### src/rtl/io_register_bank.sv
// Processor-visible register bank: RW data registers behind a two-key write lock,
// W1C status registers set by hardware events, an interrupt-enable register and a masked Irq.
module io_register_bank #(
  parameter int unsigned                     DATA_WIDTH  = 32,
  parameter int unsigned                     NUM_REGS    = 4,
  parameter logic [NUM_REGS*DATA_WIDTH-1:0]  RESET_VALUE = '0,
  parameter logic [NUM_REGS-1:0]             W1C_MASK    = '0,
  parameter bit                              LOCK_EN     = 1'b1,
  parameter logic [31:0]                     KEY1        = 32'h0000_A5A5,
  parameter logic [31:0]                     KEY2        = 32'h0000_5A5A,
  localparam int unsigned                    ADDR_WIDTH  = $clog2(NUM_REGS + 2)
) (
  input  logic                           Clock,
  input  logic                           Reset,
  input  logic                           Sys_WrEn,
  input  logic                           Sys_RdEn,
  input  logic [ADDR_WIDTH-1:0]          Sys_Address,
  input  logic [DATA_WIDTH-1:0]          Sys_WrData,
  output logic [DATA_WIDTH-1:0]          Sys_RdData,
  input  logic [NUM_REGS*DATA_WIDTH-1:0] Hw_Event,
  output logic [NUM_REGS*DATA_WIDTH-1:0] Reg_Out,
  output logic                           Irq,
  output logic                           Locked
);

  localparam logic [ADDR_WIDTH-1:0] ADDR_KEY = ADDR_WIDTH'(NUM_REGS);
  localparam logic [ADDR_WIDTH-1:0] ADDR_IE  = ADDR_WIDTH'(NUM_REGS + 1);
  localparam logic [DATA_WIDTH-1:0] KEY1_W   = DATA_WIDTH'(KEY1);
  localparam logic [DATA_WIDTH-1:0] KEY2_W   = DATA_WIDTH'(KEY2);

  typedef enum logic [1:0] {
    ST_LOCKED   = 2'd0,
    ST_KEY1_OK  = 2'd1,
    ST_UNLOCKED = 2'd2
  } lock_state_e;

  lock_state_e             state_q, state_d;
  logic                    locked_q, locked_d;
  logic [DATA_WIDTH-1:0]   regs_q [NUM_REGS];
  logic [DATA_WIDTH-1:0]   regs_d [NUM_REGS];
  logic [NUM_REGS-1:0]     ie_q, ie_d;
  logic [DATA_WIDTH-1:0]   rd_data_q, rd_data_d;
  logic                    irq_q, irq_d;
  logic [NUM_REGS-1:0]     nonzero_c;
  logic                    key_wr_c;

  assign key_wr_c = Sys_WrEn && (Sys_Address == ADDR_KEY);

  // Lock sequencer: KEY1 then KEY2 back-to-back writes (idle cycles allowed) to the KEY register.
  always_comb begin
    state_d = state_q;
    if (Sys_WrEn) begin
      unique case (state_q)
        ST_LOCKED:   state_d = (key_wr_c && Sys_WrData == KEY1_W) ? ST_KEY1_OK : ST_LOCKED;
        ST_KEY1_OK:  state_d = (key_wr_c && Sys_WrData == KEY2_W) ? ST_UNLOCKED : ST_LOCKED;
        ST_UNLOCKED: state_d = key_wr_c ? ST_LOCKED : ST_UNLOCKED;
        default:     state_d = ST_LOCKED;
      endcase
    end
    if (!LOCK_EN) state_d = ST_UNLOCKED;
    locked_d = (state_d != ST_UNLOCKED);
  end

  // Data registers: W1C slots merge clear and event (event wins); RW slots obey the lock.
  always_comb begin
    for (int i = 0; i < NUM_REGS; i++) begin
      regs_d[i] = regs_q[i];
      if (W1C_MASK[i]) begin
        regs_d[i] = (regs_q[i] & ~((Sys_WrEn && Sys_Address == ADDR_WIDTH'(i)) ? Sys_WrData
                                                                              : '0))
                    | Hw_Event[i*DATA_WIDTH +: DATA_WIDTH];
      end else if (Sys_WrEn && Sys_Address == ADDR_WIDTH'(i) && state_q == ST_UNLOCKED) begin
        regs_d[i] = Sys_WrData;
      end
    end
    ie_d = ie_q;
    if (Sys_WrEn && Sys_Address == ADDR_IE) ie_d = Sys_WrData[NUM_REGS-1:0];
  end

  // Read mux samples current register state, so a same-cycle write is not visible.
  always_comb begin
    rd_data_d = rd_data_q;
    if (Sys_RdEn) begin
      rd_data_d = '0;
      for (int i = 0; i < NUM_REGS; i++) begin
        if (Sys_Address == ADDR_WIDTH'(i)) rd_data_d = regs_q[i];
      end
      if (Sys_Address == ADDR_KEY) rd_data_d = DATA_WIDTH'(locked_q);
      if (Sys_Address == ADDR_IE)  rd_data_d = DATA_WIDTH'(ie_q);
    end
  end

  always_comb begin
    nonzero_c = '0;
    for (int i = 0; i < NUM_REGS; i++) nonzero_c[i] = (regs_q[i] != '0);
    irq_d = |(ie_q & nonzero_c & W1C_MASK);
  end

  always_ff @(posedge Clock) begin
    if (!Reset) begin
      state_q   <= LOCK_EN ? ST_LOCKED : ST_UNLOCKED;
      locked_q  <= LOCK_EN;
      for (int i = 0; i < NUM_REGS; i++) regs_q[i] <= RESET_VALUE[i*DATA_WIDTH +: DATA_WIDTH];
      ie_q      <= '0;
      rd_data_q <= '0;
      irq_q     <= 1'b0;
    end else begin
      state_q   <= state_d;
      locked_q  <= locked_d;
      for (int i = 0; i < NUM_REGS; i++) regs_q[i] <= regs_d[i];
      ie_q      <= ie_d;
      rd_data_q <= rd_data_d;
      irq_q     <= irq_d;
    end
  end

  for (genvar g = 0; g < NUM_REGS; g++) begin : g_reg_out
    assign Reg_Out[g*DATA_WIDTH +: DATA_WIDTH] = regs_q[g];
  end

  assign Sys_RdData = rd_data_q;
  assign Irq        = irq_q;
  assign Locked     = locked_q;

endmodule
### config.mk
export PLATFORM = sky130hd
export DESIGN_NAME = io_register_bank
export DESIGN_NICKNAME = d
export VERILOG_FILES = /design/src/rtl/io_register_bank.sv
export SDC_FILE = /design/constraint.sdc
export NUM_CORES = 1
export LEC_CHECK = 0
export BUFFER_PORTS_ARGS = -buffer_cell sky130_fd_sc_hd__buf_2
export CORE_ASPECT_RATIO = 0.75
export CORE_MARGIN = 1.5
export CORE_UTILIZATION = 36
export CTS_BUF_LIST = sky130_fd_sc_hd__clkbuf_8
export DETAILED_ROUTE_END_ITERATION = 16
export GPL_TIMING_DRIVEN = 0
export PLACE_DENSITY = 0.68
export SLEW_MARGIN = 20
export SYNTH_ARGS = -nofsm -noshare
export SYNTH_HDL_FRONTEND = slang
export SYNTH_SLANG_ARGS = --single-unit
### constraint.sdc
create_clock -name Clock -period 1.57 [get_ports Clock]
set_clock_uncertainty 0.2 [all_clocks]
set_input_delay 0.0785 -clock Clock [delete_from_list [all_inputs] [get_ports Clock]]
set_output_delay 0.0785 -clock Clock [all_outputs]
set_load 0.02 [all_outputs]
-- Word level (Yosys, flattened, before mapping)
Memories as Yosys holds them, arrays and structs flattened.
Index checks and enable logic that the tools add are counted.
- flip-flop bits (word level): 39
- latch bits: 0
- bits in writable memories: 128
- memory bits (read-only): 0
- bits of input ports: 167
- output and inout port bits: 162
- memories kept: 1
- memories (memory ; depth ; width ; rd ports ; clocked after memory_dff ; write ports ; line ; RTL):
    regs_q ; 4 ; 32 ; 4 ; 0 ; 4 ; 39 ; logic [DATA_WIDTH-1:0] regs_q [NUM_REGS];
- add/subtract/negate cells: 0
- multiply operators: 0
- div/mod/pow operators: 0
- $lt $le $gt $ge: 0
- equal/unequal tests: 10
- shifts and indexed selects: 0
- mux-type cells: 21
- bitwise gates (word level): 4
- reduce and logical (&&, ||, !) cells: 14
- operators by type and width (cell ; count):
    32-bit two-way mux ; 14
    32-bit by 15-bit == test with 1-bit output, second input constant ; 1
    32-bit by 16-bit == test with 1-bit output, second input constant ; 1
    1-bit logical AND ; 12
    3-bit by 2-bit == test with 1-bit output, second input constant ; 2
    3-bit == test, second input constant ; 2
    2-bit two-way mux ; 3
    2-bit case mux with 3 select lines ; 1
    1-bit bitwise OR ; 4
    3-bit by 1-bit == test with 1-bit output, second input constant ; 1
    3-bit logical NOT ; 1
    1-bit two-way mux ; 3
    2-bit by 1-bit == test with 1-bit output, second input constant ; 1
    2-bit == test, second input constant ; 1
    2-bit logical NOT ; 1
    2-bit != test, second input constant ; 1

-- Depth between registers and ports, before layout
Gate-level depths: netlist of run 1.
- word-level depth: 7
- mapped depth: 7
- gate-level depth less buffers: 5

-- Least setup slack after synthesis of run 1
OpenSTA, ideal clock, no wires.
- path kind: flip-flop to flip-flop
- from: register state_q[0]
- to: memory regs_q[3][1]
- arrival: 1.307 ns
- data required time: 1.254 ns
- path slack: -0.053 ns
- stages on the path, launching flop included: 7
- clock period less this slack: 1.623 ns
- cells stage by stage: dfxtp_1 > nand2b_2 > or3_1 > buf_2 > buf_6 > nand2_1 > a21boi_1
- RTL lines (element ; line ; RTL):
    start, declared ; 37 ; lock_state_e state_q, state_d;
    start signal, assigned ; 101 ; state_q <= LOCK_EN ? ST_LOCKED : ST_UNLOCKED;
    start signal, assigned ; 108 ; state_q <= state_d;
    end, declared ; 39 ;

==> metrics, run 1 <==
Hold Path Depth 5; Syn-to-layout area delta 37.0%; multi-input combinational cell area 3930 um^2; Cell variety after synth 43; CP Capture Type flip-flop; final period utilization 105%; Least-Margin Pin Slew 0.729 ns; Switching Share 24.6%; Hold Vio Cnt, Final 0; RSZ-0062 raised after global routing true; vias in the first global route 6914; Remaining DRCs 0; sequential cell area 3350 um^2; sequential fraction of the synthesis area 44.7%; Clock power frac 41.7%; failing checks setup timing; GRT Residual Overflow 0; worst setup path class flip-flop to flip-flop; number of synthesized flops with an enable pin 0; P_sw 2.12 mW; DIE HEIGHT 128 um; CP Launch Type flip-flop; combinational share of power 8.6%; Seq cells post-synth 167; fin nets 1305; setup violators final 105; required time of the worst setup path 1.74 ns; clk sinks 167; maximum buffer depth of the clock tree 2; H-tree levels 4; Slew Limit Headroom 51.4%; first-pass GRT wire length 40.3 mm; io pins 329; Syn Nets 1034; Post-Synthesis Cell Area 7470 um^2; max cap viols 0; fmax 0.609 GHz; initial drt markers 584; Layout Cells excl Fill 1412; DP Wirelength 18.7 mm; number of fill cells 1965; vias per inst 5.21; die width 169 um; status complete, but fails checks; via count 7354; IO buf count 198; Final Wtd Congestion 0.833; final WL 26.9 mm; largest net degree at the start of global routing 17; Clock Pin Slew Worst Setup and Hold Paths 0.09 ns; count of final max-slew check failures 0; sequential power share 49.7%; site row count 45; GRT Total Usage 24.7%; Tmin final 1.64 ns; Int Pwr 6.48 mW; Initial Util 36.9%; Setup WS post-layout -0.0732 ns; Die ar. 21600 um^2; Routed WL per cell 19.0 um; Worst Path Arrival 1.81 ns; post-route ant nets 0; CTS Root Cell clkbuf_8; worst-path fanout max 10; Avg Cell Area, Syn 8.62 um^2; number of CTS-inserted buffers 17; initial antenna violation count 3; most common flop cell mapped by yosys dfxtp_1; clk_lat worst skew 0.48 ns; proportion of layout cells with a drive suffix above 1 35.8%; leak pwr 4.26 nW; Finished Core Util 50.5%; ys async rst share 0%; Pwr Density 840 nW/um^2; Core Area 20300 um^2; Pre-antenna DRT Iters 5; Post-Place Cells 1323; VDD IR max 0.000397 V; Synth Warn # 0; HP Class input pin to flip-flop; CTS tree built; Worst R2R Path Depth 5; post-synthesis cell count 867
## worst max-delay path, stage by stage (launching register included)
cell,delay [ns]
dfxtp_2,0.33
nand2b_4,0.21
or3_4,0.46
buf_8,0.19
nand2_1,0.07
a21boi_1,0.06
## per-stage QoR
step,area (um^2),power [mW],TNS (ns),hold WS [ns],setup WS [ns]
5_1_grt,10200,8.89,-7.54,0.0208,-0.114
4_1_cts,9810,8.62,-1.11,-0.0486,-0.0423
3_5_place_dp,8790,5.00,-36.89,0.174,-0.507
3_3_place_gp,8790,5.00,-34.81,0.169,-0.480
2_1_floorplan,7480,4.72,0,0.0134,0.0328
6_report,10200,8.60,-3.93,0.0126,-0.0732
## layout by cell type (no fill, tap or decap), types with 3 or more instances in the layout
master and count:
buf_4 22, a21boi_2 14, buf_1 4, clkbuf_1 22, mux4_2 3, clkbuf_16 3, nor3_4 3, o22ai_1 57
a21boi_1 93, buf_2 205, nor4_1 3, buf_6 10, clkinv_2 3, nand2_4 9, clkbuf_4 3, nand2_1 232
dlygate4sd3_1 37, and2_1 29, clkbuf_8 18, inv_1 31, o21ai_0 4, a21oi_1 5, a22oi_1 3, buf_8 11
a21boi_0 25, nand4_1 3, diode_2 3, bufinv_16 5, nor2_1 4, dfxtp_1 165, mux2_2 56, nand2_2 27
nor2b_1 3, nand3_1 4
## cells in the mapped netlist (2+ instances only)
| cell | instances | area share (%) |
|---|---|---|
| nand2_1 | 267 | 13 |
| dfxtp_1 | 167 | 45 |
| a21boi_1 | 81 | 8.1 |
| o22ai_1 | 57 | 4.8 |
| mux2_2 | 56 | 8.4 |
| a21boi_0 | 51 | 5.1 |
| and2_1 | 29 | 2.4 |
| inv_1 | 29 | 1.5 |
| buf_2 | 27 | 1.8 |
| clkbuf_1 | 22 | 1.1 |
| buf_4 | 8 | 0.80 |
| buf_6 | 6 | 0.90 |
| a21oi_1 | 5 | 0.33 |
| nand3_1 | 5 | 0.33 |
| buf_1 | 4 | 0.20 |
| nor2_1 | 4 | 0.20 |
| nor4bb_1 | 4 | 0.54 |
| o21ai_0 | 4 | 0.27 |
| a22oi_1 | 3 | 0.30 |
| mux4_2 | 3 | 0.90 |
| nand4_1 | 3 | 0.25 |
| nor2b_1 | 3 | 0.25 |
| nor4_1 | 3 | 0.25 |
| nand2b_2 | 2 | 0.23 |
| nand3b_1 | 2 | 0.20 |
| nor3_1 | 2 | 0.13 |
| nor3_2 | 2 | 0.27 |
| nor4_4 | 2 | 0.57 |
| or3_1 | 2 | 0.17 |
## sequential cells by signal, indices dropped and copies added, names as in the netlist
name	flops
regs_q	128
Sys_RdData	32
ie_q	4
state_q	2
Locked	1
## what timing repair did
| item | CTS | global route |
|---|---|---|
| setup endpoints to repair | 120 | 145 |
| hold endpoints to repair | 138 | 0 |
| hold buffers | 38 | 0 |
| pin swaps | 3 | 33 |
| buffers inserted | 6 | 8 |
| gates cloned | 0 | 3 |
| resized for setup | 43 | 110 |
## power groups by stage
stage / registers (mW) / logic, mW / clock network (mW)
finish: 4.28 / 0.736 / 3.59
global route: 4.28 / 0.780 / 3.83
CTS: 4.28 / 0.708 / 3.63
detailed placement: 4.38 / 0.625 / 0
global placement: 4.38 / 0.622 / 0
floorplan: 4.41 / 0.308 / 0
## final timing paths
kind	startpoint	to	slack, ns
worst min register to register	regs_q[0][31]	regs_q[0][31]	0.27
worst max register to register	state_q[0]	regs_q[2][3]	-0.07
worst min-delay path	Sys_Address[0]	regs_q[3][0]	0.01
worst max-delay path	state_q[0]	regs_q[2][3]	-0.07
## cell families (layout without fill, tap and decap cells)
logic type,Yosys count,in the layout,synth area share [%]
DFF,167,167,44.7
muxes,60,60,9.47
and+or+nand+nor,337,337,20.0
other,1,4,0.0502
buffers and inverters,97,381,6.33
AOI/OAI and AO/OA,205,205,19.4
## layout make-up
class                      instances  share of cell area (%)
timing repair buffer             253                    15.3
sequential                       167                    32.7
buffer                            66                    4.94
inverter                          30                    1.10
tap                              258                    3.15
antenna                            3                  0.0733
clock inverter                    14                    2.00
clock buffer                      18                    2.42
multi-input combinational        603                    38.4
## routing by layer
| layer | vias up | track usage, % | share of wire [%] |
|---|---|---|---|
| met5 | - | 0 | 0 |
| met4 | 0 | 7.39 | 1.3 |
| met3 | 29 | 5.87 | 7.5 |
| met2 | 295 | 37.3 | 44 |
| met1 | 3552 | 34.8 | 48 |
| li1 | 3478 | - | - |
(Power assumes the default switching activity.)
==> inputs of run 2 (changes only) <==
--- a/config.mk
+++ b/config.mk
@@ -12,6 +12,7 @@
 export CTS_BUF_LIST = sky130_fd_sc_hd__clkbuf_8
 export DETAILED_ROUTE_END_ITERATION = 16
 export GPL_TIMING_DRIVEN = 0
+export HOLD_SLACK_MARGIN = 0.05
 export PLACE_DENSITY = 0.68
 export SLEW_MARGIN = 20
 export SYNTH_ARGS = -nofsm -noshare
==> run 2 against run 1 <==
Net effect: the flow finishes with violations (hold timing, setup timing); via count is 0.84% lower; routed wire length down 1.6%; cell area is 2.1% lower; cell count hardly changed; clock power about the same; die area stayed put; core utilization down 1.0 points; non-clock buffer count shrank 1; register-to-register slack about the same; sequential share of layout area increased by 0.69 points; critical path depth up 2; hold slack worse by 0.024 ns; critical endpoint is now regs_q[0][15]; highest routed layer unchanged.
==> metrics, run 2 (synthesized netlist as in run 1, its figures left out) <==
GRT Total Usage 24.7% (+0.074 points); required time of the worst setup path 1.74 ns (about the same); Least-Margin Pin Slew 0.737 ns (+0.00816 ns); count of final max-slew check failures 0 (unchanged); Routed WL per cell 18.7 um (-1.6%); Finished Core Util 49.5% (-1.0 points); fin nets 1304 (-0.077%); max reg flops 128 (unchanged); CP max stage delay 0.33 ns (-0.13 ns); pre-CTS setup slack -0.507 ns (unchanged); final WL 26.5 mm (-1.6%); die width 169 um (unchanged); io pins 329 (unchanged); number of CTS-inserted buffers 17 (unchanged); via count 7292 (-0.84%); flop-to-flop setup slack -0.07 ns (about the same); final period utilization 104% (-0.37 points); first-pass GRT wire length 40.4 mm (+0.26%); Hold Vio Cnt, Final 1 (+1); Initial Util 36.9% (unchanged); CP Launch Type flip-flop; fin area 10000 um^2 (-2.1%); largest net degree at the start of global routing 17 (unchanged); clk_lat worst skew 0.47 ns (about the same); clk sinks 167 (unchanged); Worst Path Arrival 1.80 ns (about the same); Setup WS post-layout -0.0674 ns (+0.00583 ns); Pwr Density 858 nW/um^2 (+2.1%); Clock Pin Slew Worst Setup and Hold Paths 0.09 ns (about the same); most frequent cells in the layout nand2_1 (255), buf_2 (205), dfxtp_1 (165), a21boi_1 (98), o22ai_1 (57); post-route ant nets 0 (unchanged); HP Class input pin to flip-flop; Pre-antenna DRT Iters 5 (unchanged); initial antenna violation count 3 (unchanged); most frequent CP cell nand2b_4; CTS tree built; top cell family by delay on the critical path simple AND/OR/NAND/NOR gates; failing checks hold timing, setup timing; Syn-to-layout area delta 34.1%; Fin Hold WS -0.0118 ns (-0.0244 ns); cell area after placement 8790 um^2 (unchanged); register with the most flip-flops regs_q; WP buf/inv 2 (+1); Die ar. 21600 um^2 (unchanged); number of fill cells 1987 (+1.1%); vias per inst 5.17 (-0.77%); site row count 45 (unchanged); GRT Residual Overflow 0 (unchanged); Remaining DRCs 0 (unchanged); DP Wirelength 18.7 mm (unchanged); IO buf count 198 (unchanged); Final Wtd Congestion 0.833 (unchanged); worst setup path class flip-flop to flip-flop; RSZ-0062 raised after global routing true; Worst R2R Path Depth 7 (+2); Tmin final 1.64 ns (-0.00583 ns); Post-Place Cells 1323 (unchanged); DIE HEIGHT 128 um (unchanged); Core Area 20300 um^2 (unchanged); Hold Path Depth 5 (unchanged); Hold EP regs_q[1][0]; max cap viols 0 (unchanged); CTS Root Cell clkbuf_8; fmax 0.611 GHz (+0.36%); initial drt markers 657 (+13%); maximum buffer depth of the clock tree 2 (unchanged); setup violators final 119 (+13%); proportion of layout cells with a drive suffix above 1 32.2% (-3.6 points); Hold Path Origin Sys_Address[2]; Worst path slowest cell dfxtp_2; reg2reg end regs_q[0][15]; VDD IR max 0.000391 V (-1.4%); Layout Cells excl Fill 1411 (-0.071%); reg-to-reg critical path startpoint state_q[0]; vias in the first global route 6930 (+0.23%); most common cell after layout, fill and taps aside nand2_1; CP Capture Type flip-flop; Slew Limit Headroom 50.9% (-0.54 points); worst-path fanout max 10 (unchanged); status complete, but fails checks; leak pwr 4.19 nW (-1.7%); Critical Path, Cell by Cell nand2b_4 -> nor3_4 -> buf_6 -> nand2b_4 -> buf_8 -> nand2_1 -> a21boi_1; H-tree levels 4 (unchanged)
==> run 2: cell count changes in the layout (fill, tap and decap cells not counted), moves of 2 or more <==
cell,change
a21boi_0,+7
a21boi_1,+5
a21boi_2,-12
buf_4,-3
buf_6,+2
buf_8,-2
clkbuf_16,-3
dlygate4sd3_1,+5
nand2_1,+23
nand2_2,-15
nand2_4,-8
or3_1,+2
or3_4,-2
==> run 2: worst min-delay path, delay by kind of cell <==
kind	cells	cell delay [ns]
and+or+nand+nor	2	0.13
buffers and inverters	2	0.34
AOI/OAI and AO/OA	1	0.06
==> run 2: cell type report <==
class	instances	area, um^2	area share [%]
Tap cell	258	323	3.22
Inverter	30	113	1.12
Timing Repair Buffer	251	1500	14.9
Clock inverter	14	205	2.05
Buffer	67	509	5.08
Sequential cell	167	3350	33.4
Multi-Input combinational cell	603	3780	37.7
Antenna cell	3	7.51	0.0749
Clock buffer	18	248	2.47
==> run 2: power breakdown <==
part,switching (mW),internal (mW)
clock network,1.66,1.92
logic,0.437,0.304
registers,0.0157,4.26
==> run 2: metrics by stage <==
step / hold WS, ns / TNS (ns) / total power [mW]
after floorplan: 0.0134 / 0 / 4.72
after global placement: 0.169 / -34.81 / 5.00
after detailed placement: 0.174 / -36.89 / 5.00
after CTS: -0.0486 / -1.12 / 8.63
after global routing: -0.0139 / -9.71 / 8.90
final: -0.0118 / -4.09 / 8.60
==> run 2: worst max-delay path by stage <==
stage	slack [ns]	end	start	cells past startpoint
after floorplan	0.03	regs_q[3][1]	state_q[0]	6
after global routing	-0.12	regs_q[0][1]	state_q[0]	7
after CTS	-0.04	regs_q[3][28]	state_q[0]	5
final	-0.07	regs_q[0][15]	state_q[0]	7
after detailed placement	-0.51	Sys_RdData[20]	Sys_RdEn	5
after global placement	-0.48	Sys_RdData[13]	Sys_RdEn	5
==> run 2: routing by layer <==
| metal | up-vias | GRT usage [%] | part of all wire [%] |
|---|---|---|---|
| li1 | 3469 | - | - |
| met1 | 3525 | 34.9 | 48 |
| met2 | 274 | 37.5 | 44 |
| met3 | 24 | 5.71 | 7.2 |
| met4 | 0 | 7.39 | 1.3 |
| met5 | - | 0 | 0 |
==> run 2: repair_timing <==
action                                 4_1_cts  5_1_grt
buffers inserted                             6        5
hold buffers                                40        2
setup endpoints to repair                  120      145
endpoints found under the hold margin      139        4
pin swaps                                    3        5
gates resized for setup                     43       53
